==> src/rtl/mac_inverse_divider_pkg.sv <==
// Shared types and constants for the MAC inverse divider: FSM state encoding,
// default operand widths and the signed quotient limits.
package mac_inverse_divider_pkg;

    localparam int DEF_DIVIDEND_W = 32;
    localparam int DEF_DIVISOR_W  = 16;

    localparam logic signed [DEF_DIVISOR_W-1:0] Q_MAX = 16'sh7FFF;
    localparam logic signed [DEF_DIVISOR_W-1:0] Q_MIN = 16'sh8000;

    typedef enum logic [2:0] {
        IDLE,
        PREP,
        DIV,
        FIX,
        DONE
    } state_t;

endpackage

==> src/rtl/mac_inverse_divider_sat_signed.sv <==
// Signed saturator: clamps a wide two's-complement value into OUT_W bits and
// flags when clamping happened. Also usable on the MAC output path.
module sat_signed #(
    parameter int IN_W  = 33,
    parameter int OUT_W = 16
) (
    input  logic [IN_W-1:0]  i_value,
    output logic [OUT_W-1:0] o_value,
    output logic             o_sat
);

    logic [IN_W-OUT_W:0] w_upper;
    logic                w_fits;

    // The value fits when every bit above the output sign bit copies the sign.
    assign w_upper = i_value[IN_W-1:OUT_W-1];
    assign w_fits  = (&w_upper) | (~|w_upper);
    assign o_sat   = ~w_fits;

    always_comb begin
        o_value = i_value[OUT_W-1:0];
        if (!w_fits) begin
            o_value = i_value[IN_W-1] ? {1'b1, {(OUT_W-1){1'b0}}}
                                      : {1'b0, {(OUT_W-1){1'b1}}};
        end
    end

endmodule

==> src/rtl/mac_inverse_divider.sv <==
// Sequential restoring signed divider (one quotient bit per clock) that undoes
// the 16x16 MAC multiply, producing a saturated quotient and signed remainder.
module mac_inverse_divider
    import mac_inverse_divider_pkg::*;
#(
    parameter int DIVIDEND_W = DEF_DIVIDEND_W,
    parameter int DIVISOR_W  = DEF_DIVISOR_W
) (
    input  logic                         clk,
    input  logic                         reset_n,
    input  logic                         in_valid,
    output logic                         in_ready,
    input  logic signed [DIVIDEND_W-1:0] dividend,
    input  logic signed [DIVISOR_W-1:0]  divisor,
    output logic                         out_valid,
    input  logic                         out_ready,
    output logic signed [DIVISOR_W-1:0]  quotient,
    output logic signed [DIVISOR_W-1:0]  remainder,
    output logic                         ovf,
    output logic                         div_zero
);

    localparam int              CNT_W    = $clog2(DIVIDEND_W);
    localparam logic [CNT_W-1:0] CNT_LAST = CNT_W'(DIVIDEND_W - 1);

    state_t r_state;
    state_t w_nextState;

    logic signed [DIVIDEND_W-1:0] r_dd;
    logic signed [DIVISOR_W-1:0]  r_dv;
    logic [DIVIDEND_W-1:0]        r_quo;
    logic [DIVISOR_W-1:0]         r_rem;
    logic [DIVISOR_W:0]           r_dvMag;
    logic [CNT_W-1:0]             r_count;
    logic                         r_negQ;
    logic                         r_negR;
    logic                         r_divZero;

    logic signed [DIVISOR_W-1:0]  r_quotient;
    logic signed [DIVISOR_W-1:0]  r_remainder;
    logic                         r_ovf;
    logic                         r_divZeroOut;

    logic [DIVIDEND_W-1:0]        w_ddMag;
    logic [DIVISOR_W:0]           w_dvExt;
    logic [DIVISOR_W:0]           w_dvMag;
    logic [DIVISOR_W:0]           w_shift;
    logic                         w_fits;
    logic [DIVISOR_W-1:0]         w_diff;
    logic [DIVIDEND_W:0]          w_qSigned;
    logic [DIVISOR_W-1:0]         w_qSat;
    logic                         w_qOvf;
    logic [DIVISOR_W-1:0]         w_remSigned;

    // Read as unsigned, the negated dividend holds 2^31 exactly.
    assign w_ddMag = r_dd[DIVIDEND_W-1] ? DIVIDEND_W'(-r_dd) : DIVIDEND_W'(r_dd);
    assign w_dvExt = {r_dv[DIVISOR_W-1], r_dv};
    assign w_dvMag = w_dvExt[DIVISOR_W] ? -w_dvExt : w_dvExt;

    assign w_shift = {r_rem, r_quo[DIVIDEND_W-1]};
    assign w_fits  = (w_shift >= r_dvMag);
    assign w_diff  = w_shift[DIVISOR_W-1:0] - r_dvMag[DIVISOR_W-1:0];

    assign w_qSigned   = r_negQ ? -{1'b0, r_quo} : {1'b0, r_quo};
    assign w_remSigned = r_negR ? -r_rem : r_rem;

    sat_signed #(
        .IN_W  (DIVIDEND_W + 1),
        .OUT_W (DIVISOR_W)
    ) u_sat (
        .i_value (w_qSigned),
        .o_value (w_qSat),
        .o_sat   (w_qOvf)
    );

    always_ff @(posedge clk or negedge reset_n) begin
        if (!reset_n) begin
            r_state <= IDLE;
        end else begin
            r_state <= w_nextState;
        end
    end

    always_comb begin
        w_nextState = r_state;
        case (r_state)
            IDLE:    if (in_valid) w_nextState = PREP;
            PREP:    w_nextState = DIV;
            DIV:     if (r_count == '0) w_nextState = FIX;
            FIX:     w_nextState = DONE;
            DONE:    if (out_ready) w_nextState = IDLE;
            default: w_nextState = IDLE;
        endcase
    end

    always_ff @(posedge clk or negedge reset_n) begin
        if (!reset_n) begin
            r_dd         <= '0;
            r_dv         <= '0;
            r_quo        <= '0;
            r_rem        <= '0;
            r_dvMag      <= '0;
            r_count      <= '0;
            r_negQ       <= 1'b0;
            r_negR       <= 1'b0;
            r_divZero    <= 1'b0;
            r_quotient   <= '0;
            r_remainder  <= '0;
            r_ovf        <= 1'b0;
            r_divZeroOut <= 1'b0;
        end else begin
            case (r_state)
                IDLE: begin
                    if (in_valid) begin
                        r_dd <= dividend;
                        r_dv <= divisor;
                    end
                end
                PREP: begin
                    r_quo     <= w_ddMag;
                    r_rem     <= '0;
                    r_dvMag   <= w_dvMag;
                    r_negQ    <= r_dd[DIVIDEND_W-1] ^ r_dv[DIVISOR_W-1];
                    r_negR    <= r_dd[DIVIDEND_W-1];
                    r_divZero <= (r_dv == '0);
                    r_count   <= CNT_LAST;
                end
                DIV: begin
                    r_quo   <= {r_quo[DIVIDEND_W-2:0], w_fits};
                    r_rem   <= w_fits ? w_diff : w_shift[DIVISOR_W-1:0];
                    r_count <= r_count - 1'b1;
                end
                FIX: begin
                    // A zero divisor saturates toward the dividend's sign with no overflow.
                    if (r_divZero) begin
                        r_quotient  <= r_negR ? {1'b1, {(DIVISOR_W-1){1'b0}}}
                                              : {1'b0, {(DIVISOR_W-1){1'b1}}};
                        r_remainder <= '0;
                        r_ovf       <= 1'b0;
                    end else begin
                        r_quotient  <= w_qSat;
                        r_remainder <= w_remSigned;
                        r_ovf       <= w_qOvf;
                    end
                    r_divZeroOut <= r_divZero;
                end
                default: ;
            endcase
        end
    end

    assign in_ready  = (r_state == IDLE);
    assign out_valid = (r_state == DONE);
    assign quotient  = r_quotient;
    assign remainder = r_remainder;
    assign ovf       = r_ovf;
    assign div_zero  = r_divZeroOut;

endmodule

==> config.mk <==
export PLATFORM = sky130hd
export DESIGN_NAME = mac_inverse_divider
export DESIGN_NICKNAME = d
export VERILOG_FILES = /design/src/rtl/mac_inverse_divider_pkg.sv /design/src/rtl/mac_inverse_divider_sat_signed.sv /design/src/rtl/mac_inverse_divider.sv
export SDC_FILE = /design/constraint.sdc
export NUM_CORES = 1
export LEC_CHECK = 0
export BUFFER_PORTS_ARGS = -buffer_cell sky130_fd_sc_hd__buf_2
export CAP_MARGIN = 5
export CORE_MARGIN = 10
export CORE_UTILIZATION = 40
export CTS_CLUSTER_SIZE = 24
export DETAILED_ROUTE_END_ITERATION = 16
export PLACE_DENSITY_LB_ADDON = 0.12
export SKIP_LAST_GASP = 1
export SYNTH_ARGS = -nofsm -noshare
export SYNTH_HDL_FRONTEND = slang
export SYNTH_SLANG_ARGS = --single-unit
export TNS_END_PERCENT = 10
==> constraint.sdc <==
create_clock -name clk -period 5.22 [get_ports clk]
set_clock_uncertainty 0.1 [all_clocks]
set_input_delay 1.044 -clock clk [delete_from_list [all_inputs] [get_ports clk]]
set_output_delay 1.044 -clock clk [all_outputs]
set_load 0.1 [all_outputs]
==> qor.txt <==
CP Launch Type: flip-flop
Initial Util: 40.7%
CTS Hold Bufs: 0
Fin Setup TNS: 0 ns
Slew Limit Fails: 0
CTS tree: built
Achievable frequency: 244 MHz
Syn Inst Count: 948
Critical Path AT: 4.33 ns
Most used cell, CP: or4_4
Buffers & Inverters on Critical Path: 0
Area Overhead vs Synth: 13.4%
Worst-skew pair later-pin latency: 0.43 ns
Endpoints failing hold: 0
Routed len/inst: 17.3 um
CTS Buffer Depth: 2
Filler Cell Count: 2234
Placer congestion estimate: 0.895
Mapped Area: 0.00925 mm2
Port bufs: 87
# clock sinks: 158
Die Span Y: 172 um
First-pass iteration count of the detailed router: 5
R2R Path Start: r_quo[7]$_DFFE_PN0P_
Final std cells w/o fill: 1301
Worst slew margin: 32.9%
Root buf cell: clkbuf_16
I/O pins: 88
Cell Area, Placed: 0.00990 mm2
Measured slew at the worst slew-check pin: 1.01 ns
Syn nets: 1024
Top cell family by delay on the critical path: simple AND/OR/NAND/NOR gates
Crit path largest cell delay: 0.61 ns
CP Cell Sequence: or4_4 > or3_1 > or4b_4 > xor2_1 > o21ai_1 > a22oi_1 > or4_4 > a211o_1 > o211ai_1
Final WL: 22.5 mm
Chip Width: 172 um
CP max stage cell: or4b_4
GRT overflow: 0
Worst hold path startpoint: r_dvMag[15]$_DFFE_PN0P_
Share of cells above drive strength 1: 19.9%
Mean post-synth cell area: 9.75 um2
CTS Buf Count: 17
Reg area: 0.00395 mm2
Final setup fails: 0
Cells after DPL: 1269
Final Cycle Share: 78.4%
Multi-input logic area: 0.00491 mm2
Max_cap viols: 0
Initial antenna violation count: 0
Clock-pin slew on the worst setup and hold paths: 0.07 ns
First-pass GRT wire length: 37.0 mm
Setup Buffers After CTS: 0
Routed vias/inst: 5.44
Largest net degree at the start of global routing: 104
CP endpoint kind: flip-flop
CTS resizes: 0
Total GRT Usage: 15.5%
Netlist cell types: 68
Pre-CTS WS: 1.15 ns
Worst setup path start: r_quo[7]$_DFFE_PN0P_
Yosys warnings: 0
Antenna viol nets, final: 0
Number of global-route vias before repair: 6798
Number of flops mapped to enable cells by yosys: 0
RSZ-0062 raised after global routing: false
Iteration-0 DRC Markers: 490
Core area: 0.0227 mm2
Post-synth ARST share: 100%
Top_reg_cell synth: dfrtp_1
Final setup margin: 1.13 ns
H-tree depth: 4
Final Cell Area: 0.0105 mm2
Die Area: 0.0296 mm2
Register area share after synthesis: 42.8%
Max FO, Critical Path: 15
Tmin final: 4.09 ns
# DRC: 0
Final nets: 1079
Vias after detailed routing: 7072
FP Rows: 55
DP HPWL: 16.5 mm
Ant. Diodes: 0
Status: complete, no violations
Synth Register Bits: 158
Setup CP Type: flip-flop to flip-flop
CP required: 5.46 ns
Min-Delay Path Class: flip-flop to flip-flop
routing by layer:
metal | global-route usage (%) | vias up | wire (um)
li1 | - | 3564 | -
met1 | 24.9 | 3351 | 12600
met3 | 3.83 | 13 | 1300
met5 | 0 | - | 0
met2 | 19.5 | 144 | 8390
met4 | 4.27 | 0 | 187
placed cells by master, fill, tap and decap left out, drive strengths merged, types with 4 or more instances in the layout:
master / count
dfrtp: 158
nand2: 101
buf: 98
o21ai: 90
xor2: 65
mux2: 45
inv: 43
a22oi: 34
nor2: 30
xnor2: 29
o31ai: 26
nor3: 24
ha: 23
clkbuf: 20
mux2i: 19
or3: 19
a22o: 15
or4: 15
o211ai: 15
o41ai: 14
a21oi: 13
nand3: 13
nand4: 12
a21o: 7
a31oi: 7
nor4: 6
nor2b: 6
nand2b: 5
a21boi: 5
and2: 5
and3: 4
a211oi: 4
clkinv: 4
synthesized netlist by cell type (all sizes together), types with 3 or more instances:
cell / n / area, um2
a22oi: 34 / 255
o41ai: 14 / 130
mux2i: 19 / 190
inv: 37 / 139
mux2: 45 / 507
or2: 3 / 18.8
o22ai: 3 / 18.8
a21o: 7 / 52.6
a31oi: 7 / 58.8
ha: 23 / 288
a21oi: 13 / 65.1
clkbuf: 53 / 199
nand2: 101 / 379
o21ai: 90 / 450
nand4: 12 / 75.1
or3: 19 / 124
nor3: 24 / 120
a22o: 15 / 131
a211oi: 4 / 30.0
xor2: 65 / 569
nand3: 13 / 65.1
nor2b: 6 / 37.5
a32o: 3 / 30.0
o211ai: 15 / 163
dfrtp: 158 / 3950
nor3b: 3 / 22.5
or4: 15 / 120
xnor2: 29 / 254
and3: 4 / 25.0
a21boi: 5 / 37.5
and2: 5 / 31.3
o31ai: 26 / 209
nand2b: 5 / 31.3
nor4: 6 / 37.5
nor2: 30 / 113
buf: 9 / 55.1
stage by stage:
stage | hold WS, ns | utilization [%]
6_report | 0.375 | 46.2
3_5_place_dp | 0.361 | 43.6
5_1_grt | 0.410 | 46.2
3_3_place_gp | 0.360 | 43.6
4_1_cts | 0.376 | 46.2
2_1_floorplan | 0.343 | -
final timing paths:
path	to	slack, ns	cells after the start
hold / removal	r_dvMag[15]$_DFFE_PN0P_	0.38	2
max in group asynchronous	r_state[0]$_DFFE_PN0P_	3.62	2
setup reg to reg	quotient[1]$_DFFE_PN0P_	1.13	9
min in group asynchronous	r_dd[20]$_DFFE_PN0P_	0.46	1
setup / recovery	quotient[1]$_DFFE_PN0P_	1.13	9
hold reg to reg	r_dvMag[15]$_DFFE_PN0P_	0.38	2
cell families (layout without fill, tap and decap cells):
group / Yosys count / after routing / share of synthesized area (%)
xor gates and xnor gates: 94 / 94 / 8.90
DFF: 158 / 158 / 42.8
and+or+nand+nor: 255 / 255 / 13.9
AOI/OAI and AO/OA: 254 / 254 / 19.4
buffers and inverters: 99 / 167 / 4.25
adders and majority gates: 24 / 24 / 3.33
muxes: 64 / 64 / 7.54
layout make-up:
| cell class | count | share of cell area (%) |
|---|---|---|
| sequential | 158 | 37.7 |
| clock inverter | 12 | 1.18 |
| clock buffer | 20 | 4.45 |
| multi-input combinational | 691 | 46.8 |
| timing repair buffer | 98 | 5.12 |
| tap | 285 | 3.40 |
| inverter | 37 | 1.32 |
registers in the layout, indices dropped and copies added, names as in the netlist, 3 cells and up:
| name | flops |
|---|---|
| quotient | 16 |
| r_count | 5 |
| r_dd | 32 |
| r_dv | 16 |
| r_dvMag | 17 |
| r_quo | 32 |
| r_rem | 16 |
| r_state | 3 |
| remainder | 16 |
worst register-to-register path: cells and delay by family (launching register included):
kind,cells,cell delay [ns]
AOI/OAI and AO/OA,4,1.03
xor gates and xnor gates,1,0.17
DFF,1,0.43
and+or+nand+nor,4,2.25
Power is not shown: default switching activity piles up to over one toggle a cycle in this logic, so the estimate is an artifact.
